===== config.mk =====
export PLATFORM = sky130hd
export DESIGN_NAME = status_register_unit
export DESIGN_NICKNAME = d
export VERILOG_FILES = /design/src/rtl/arm_pkg.sv /design/src/rtl/flag_gen.sv /design/src/rtl/status_register_unit.sv
export SDC_FILE = /design/constraint.sdc
export NUM_CORES = 1
export LEC_CHECK = 0
export ABC_AREA = 1
export ABC_CLOCK_PERIOD_IN_PS = 1400
export BUFFER_PORTS_ARGS = -buffer_cell sky130_fd_sc_hd__buf_4
export CORE_MARGIN = 8
export CORE_UTILIZATION = 35
export DETAILED_ROUTE_END_ITERATION = 16
export PLACE_DENSITY = 0.79
export SYNTH_ARGS = -nofsm -noshare
export SYNTH_HDL_FRONTEND = slang
export SYNTH_SLANG_ARGS = --single-unit

===== constraint.sdc =====
create_clock -name clk -period 1.4 [get_ports clk]
set_input_delay 0.28 -clock clk [delete_from_list [all_inputs] [get_ports clk]]
set_output_delay 0.28 -clock clk [all_outputs]
set_load 0.02 [all_outputs]

===== src/rtl/arm_pkg.sv =====
`default_nettype none
// +----------------------------------------------------------------------------+
// | Module  : arm_pkg                                                          |
// | Brief   : Shared NZCV flag indices, condition codes and flag helpers.      |
// | Revision: 1.0                                                              |
// +----------------------------------------------------------------------------+
package arm_pkg;

    localparam int FLAG_N = 3;
    localparam int FLAG_Z = 2;
    localparam int FLAG_C = 1;
    localparam int FLAG_V = 0;

    typedef logic [3:0] nzcv_t;

    typedef enum logic [3:0] {
        EQ = 4'b0000,
        NE = 4'b0001,
        CS = 4'b0010,
        CC = 4'b0011,
        MI = 4'b0100,
        PL = 4'b0101,
        VS = 4'b0110,
        VC = 4'b0111,
        HI = 4'b1000,
        LS = 4'b1001,
        GE = 4'b1010,
        LT = 4'b1011,
        GT = 4'b1100,
        LE = 4'b1101,
        AL = 4'b1110,
        NV = 4'b1111
    } cond_e;

    localparam nzcv_t C_FLAGS_RESET = 4'b0000;

    function automatic nzcv_t pack_nzcv(input logic n, input logic z,
                                        input logic c, input logic v);
        nzcv_t f;
        f         = C_FLAGS_RESET;
        f[FLAG_N] = n;
        f[FLAG_Z] = z;
        f[FLAG_C] = c;
        f[FLAG_V] = v;
        return f;
    endfunction

endpackage : arm_pkg
`default_nettype wire


===== src/rtl/flag_gen.sv =====
`default_nettype none
// +----------------------------------------------------------------------------+
// | Module  : flag_gen                                                         |
// | Brief   : Combinational NZCV derivation from the EX-stage ALU result.      |
// | Revision: 1.0                                                              |
// +----------------------------------------------------------------------------+
module flag_gen
    import arm_pkg::*;
#(
    parameter int DATA_W = 32
) (
    input  logic [DATA_W-1:0] alu_result_i,
    input  logic              ex_logical_i,
    input  logic              alu_c_i,
    input  logic              alu_v_i,
    input  logic              shifter_c_i,
    input  logic              v_prev_i,
    output logic [3:0]        ex_flags_o
);

    logic w_n;
    logic w_z;
    logic w_c;
    logic w_v;

    // Logical ops take carry from the shifter and leave V untouched.
    assign w_n = alu_result_i[DATA_W-1];
    assign w_z = (alu_result_i == '0);
    assign w_c = ex_logical_i ? shifter_c_i : alu_c_i;
    assign w_v = ex_logical_i ? v_prev_i    : alu_v_i;

    assign ex_flags_o = pack_nzcv(w_n, w_z, w_c, w_v);

endmodule : flag_gen
`default_nettype wire


===== src/rtl/status_register_unit.sv =====
`default_nettype none
// +----------------------------------------------------------------------------+
// | Module  : status_register_unit                                             |
// | Brief   : NZCV status register, ID-side bypass and flag-hazard tracking.   |
// | Revision: 1.0                                                              |
// +----------------------------------------------------------------------------+
module status_register_unit
    import arm_pkg::*;
#(
    parameter int DATA_W   = 32,
    parameter bit BYPASS   = 1'b1,
    parameter int MAX_INFL = 3
) (
    input  logic              clk,
    input  logic              rst,
    input  logic              freeze,
    input  logic              flush,
    input  logic              id_issue_s,
    input  logic              id_uses_cond,
    input  logic              ex_valid,
    input  logic              ex_s,
    input  logic              ex_logical,
    input  logic [DATA_W-1:0] alu_result,
    input  logic              alu_c,
    input  logic              alu_v,
    input  logic              shifter_c,
    input  logic              msr_en,
    input  logic [3:0]        msr_flags,
    output logic [3:0]        status_ID,
    output logic [3:0]        status_q,
    output logic              flag_hazard,
    output logic [1:0]        infl_cnt
);

    localparam logic [1:0] C_CNT_MAX = 2'(MAX_INFL);

    nzcv_t      w_ex_flags;
    nzcv_t      status_d;
    logic       w_ex_wr;
    logic       w_flag_wr;
    logic       w_inc;
    logic       w_dec;
    logic       w_pending;
    logic [1:0] infl_cnt_d;
    nzcv_t      status_r_q;
    logic [1:0] infl_cnt_q;

    flag_gen #(
        .DATA_W (DATA_W)
    ) u_flag_gen (
        .alu_result_i (alu_result),
        .ex_logical_i (ex_logical),
        .alu_c_i      (alu_c),
        .alu_v_i      (alu_v),
        .shifter_c_i  (shifter_c),
        .v_prev_i     (status_r_q[FLAG_V]),
        .ex_flags_o   (w_ex_flags)
    );

    assign w_ex_wr   = ex_valid & ex_s;
    assign w_flag_wr = msr_en | w_ex_wr;

    // Direct writes outrank the EX result; flush never blocks the EX commit.
    always_comb begin
        status_d = status_r_q;
        if (msr_en) begin
            status_d = msr_flags;
        end else if (w_ex_wr) begin
            status_d = w_ex_flags;
        end
    end

    assign w_inc = id_issue_s & ~flush;
    assign w_dec = w_ex_wr;

    always_comb begin
        infl_cnt_d = infl_cnt_q;
        if (flush) begin
            infl_cnt_d = 2'd0;
        end else if (w_inc && !w_dec) begin
            if (infl_cnt_q < C_CNT_MAX) begin
                infl_cnt_d = infl_cnt_q + 2'd1;
            end
        end else if (w_dec && !w_inc) begin
            if (infl_cnt_q != 2'd0) begin
                infl_cnt_d = infl_cnt_q - 2'd1;
            end
        end
    end

    always_ff @(posedge clk) begin
        if (rst) begin
            status_r_q <= C_FLAGS_RESET;
            infl_cnt_q <= 2'd0;
        end else if (!freeze) begin
            status_r_q <= status_d;
            infl_cnt_q <= infl_cnt_d;
        end
    end

    // With bypass, the instruction currently in EX resolves its own flags,
    // so only the S-instructions behind it still block ID.
    generate
        if (BYPASS) begin : g_bypass
            assign w_pending = (infl_cnt_q > {1'b0, w_ex_wr});
            assign status_ID = rst ? C_FLAGS_RESET :
                               (w_flag_wr ? status_d : status_r_q);
        end else begin : g_no_bypass
            assign w_pending = (infl_cnt_q != 2'd0);
            assign status_ID = rst ? C_FLAGS_RESET : status_r_q;
        end
    endgenerate

    assign flag_hazard = ~rst & id_uses_cond & w_pending;
    assign status_q    = status_r_q;
    assign infl_cnt    = infl_cnt_q;

endmodule : status_register_unit
`default_nettype wire


==> summary.md <==
| Metric | Value |
|---|---|
| Clock buffer count from CTS | 3 |
| Worst Tran Pin Value | 222 ps |
| Final period util | 107% |
| Syn Inst Count | 112 |
| Worst hold path type | in2reg |
| RD Place Congestion | 0.833 |
| DP HPWL | 2110 um |
| Crit end category | output pin |
| Overall power | 0.000737 W |
| Pin count of the biggest net entering global routing | 9 |
| First-pass GRT wire length | 4130 um |
| Vias per Instance | 4.57 |
| Syn_nets | 162 |
| Max-cap violations | 0 |
| Drt wl/cell | 13.2 um |
| Sequential share of the synthesized area | 19.8% |
| Core area | 1670 sq um |
| IO Pins | 60 |
| Vias in the first global route | 941 |
| Post-synth cell types | 20 |
| CTS root buffer | clkbuf_4 |
| Internal | 0.000492 W |
| DR pass1 iterations | 4 |
| Fill count | 133 |
| Maximum vdd drop | 0.519 mV |
| CTS sink count | 6 |
| ANT cells | 0 |
| WS Path Type | reg2out |
| # setup viols final | 2 |
| Placement Rows | 15 |
| Register share of total power | 26.8% |
| Pwr Density | 566 nW/um^2 |
| Fmax | 669 MHz |
| RSZ-0062 raised after global routing | yes |
| Pins Over Slew Limit | 0 |
| Gr ovfl total | 0 |
| Switching share of power | 33.2% |
| Pleak | 0.675 nW |
| Post-route cell area | 1300 sq um |
| Residual DRC count | 0 |
| Vias | 918 |
| Die Y | 57.6 um |
| DRT Wirelength | 2650 um |
| Clock Latency Late Sink | 250 ps |
| Initial antenna violation count | 0 |
| Synthesized cell area | 606 sq um |
| Layout Nets | 236 |
| H-tree depth reported by CTS | 1 |
| Outcome | complete, but fails checks |
| DR iter-0 viols | 29 |
| Fin. Hold Viols | 0 |
| Die ar. | 3320 sq um |
| Startpoint Class | register |
| Share of cells above drive strength 1 | 54.3% |
| Starting density of the core | 36.3% |
| I/O Buffers | 59 |
| Power share of the combinational group | 50.7% |
| Gr usage total | 15.7% |
| Min cycle time layout | 1490 ps |
| Synth warnings | 0 |
| CTS max path bufs | 2 |
| Failing checks | setup timing |
| Worst-path clk slew | 50 ps |
| Worst slew margin | 85.1% |
| Worst EP arrival | 1210 ps |
| Seq cells post-synth | 6 |
| Placed inst area | 1110 sq um |
| Die X-Extent | 57.6 um |
| Setup ws final | -93.8 ps |
| Synthesis-to-finish area growth | 115% |
| Min Hold Slack | 302 ps |
| Avg Cell Area, Syn | 5.41 sq um |
| Final TNS setup | -116 ps |
| Crit path required time | 1120 ps |
| Remaining antenna violation count | 0 |
| Final Skew | 0.0266 ps |
| Clock network power share | 22.5% |
| TritonCTS clock tree | yes |
| Net switching power | 0.000244 W |
| Crit path max fanout | 2 |
| Final Util | 77.9% |
==> through the flow <==
stage	std cells	worst slack, ps
floorplan	112	10.2
detailed placement	192	-116
global placement	192	-88.5
CTS	198	-148
finish	201	-93.8
global route	201	-166
==> worst max-delay path, cell delays in order, from the launching register on <==
cell and delay (ps):
dfxtp_2 320, inv_2 50, ha_4 270, nor2_4 40, o21ai_2 110, nor2_2 50
buf_6 120
==> path summary, 6_finish.rpt <==
path                                  start          end  slack, ps  depth (start not counted)
worst min register to register  status_q[1]  status_q[1]        510                          2
worst max-delay path            infl_cnt[0]  flag_hazard        -90                          6
worst max register to register  infl_cnt[0]  infl_cnt[1]        270                          7
worst min-delay path                 freeze  status_q[0]        300                          3
==> synthesized netlist by cell type, drive strengths merged <==
master | instances | area (sq um)
nor2 | 34 | 130
nand2 | 23 | 93.8
inv | 18 | 67.6
o21ai | 8 | 47.6
a21oi | 6 | 30.0
dfxtp | 6 | 120
nand3 | 5 | 25.0
nand4 | 2 | 12.5
o211ai | 2 | 15.0
a31oi | 1 | 6.26
buf | 1 | 7.51
clkbuf | 1 | 3.75
clkinv | 1 | 8.76
ha | 1 | 12.5
nor3 | 1 | 10.0
o221ai | 1 | 8.76
or2 | 1 | 6.26
==> cell families (layout without fill, tap and decap cells) <==
group | Yosys count | after routing | share of synthesized area (%)
compound gates | 18 | 18 | 17.8
fa+ha+maj | 1 | 1 | 2.07
buf+inv | 21 | 93 | 14.5
flops | 6 | 6 | 19.8
simple gates | 66 | 66 | 45.9
==> power by group through the flow <==
stage | Clock, W | Sequential (W) | Combinational, W
finish | 0.000166 | 0.000197 | 0.000374
global route | 0.000188 | 0.000198 | 0.000407
CTS | 0.000174 | 0.000196 | 0.000338
detailed placement | 0 | 0.000199 | 0.000305
global placement | 0 | 0.000198 | 0.000298
floorplan | 0 | 0.000212 | 0.000116
==> flip-flops by register name, indices dropped and copies added, names as in the netlist <==
| register | flops |
|---|---|
| infl_cnt | 2 |
| status_q | 4 |
==> metal layers <==
metal	vias to the layer above	track usage [%]	share of wire [%]
met3	2	5.38	6.0
met2	21	29.6	57
li1	497	-	-
met1	398	15.9	37
met4	0	3.93	0.34
met5	-	0	0
==> layout make-up <==
type / count / area (sq um) / share of cell area (%)
Sequential cell: 6 / 125 / 9.62
Multi-Input combinational cell: 85 / 468 / 36.0
Clock buffer: 3 / 22.5 / 1.73
Tap cell: 17 / 21.3 / 1.63
Timing Repair Buffer: 71 / 586 / 45.0
Inverter: 19 / 78.8 / 6.06
==> repair_timing <==
action                                 CTS  global route
setup endpoints to repair                5             5
pin swaps                                8            10
buffers inserted                         3             3
endpoints found under the hold margin    0             0
gates resized for setup                 23            17
hold buffers                             0             0
==> placed cells by master (no fill, tap or decap), drive strengths merged <==
master,n
o21ai,8
ha,1
nand3,5
clkinv,1
a31oi,1
inv,18
a21oi,6
clkbuf,3
nand2,23
nor3,1
buf,71
nand4,2
or2,1
nor2,34
dfxtp,6
o211ai,2
o221ai,1
Note: power is estimated with default switching activity, not from simulation.
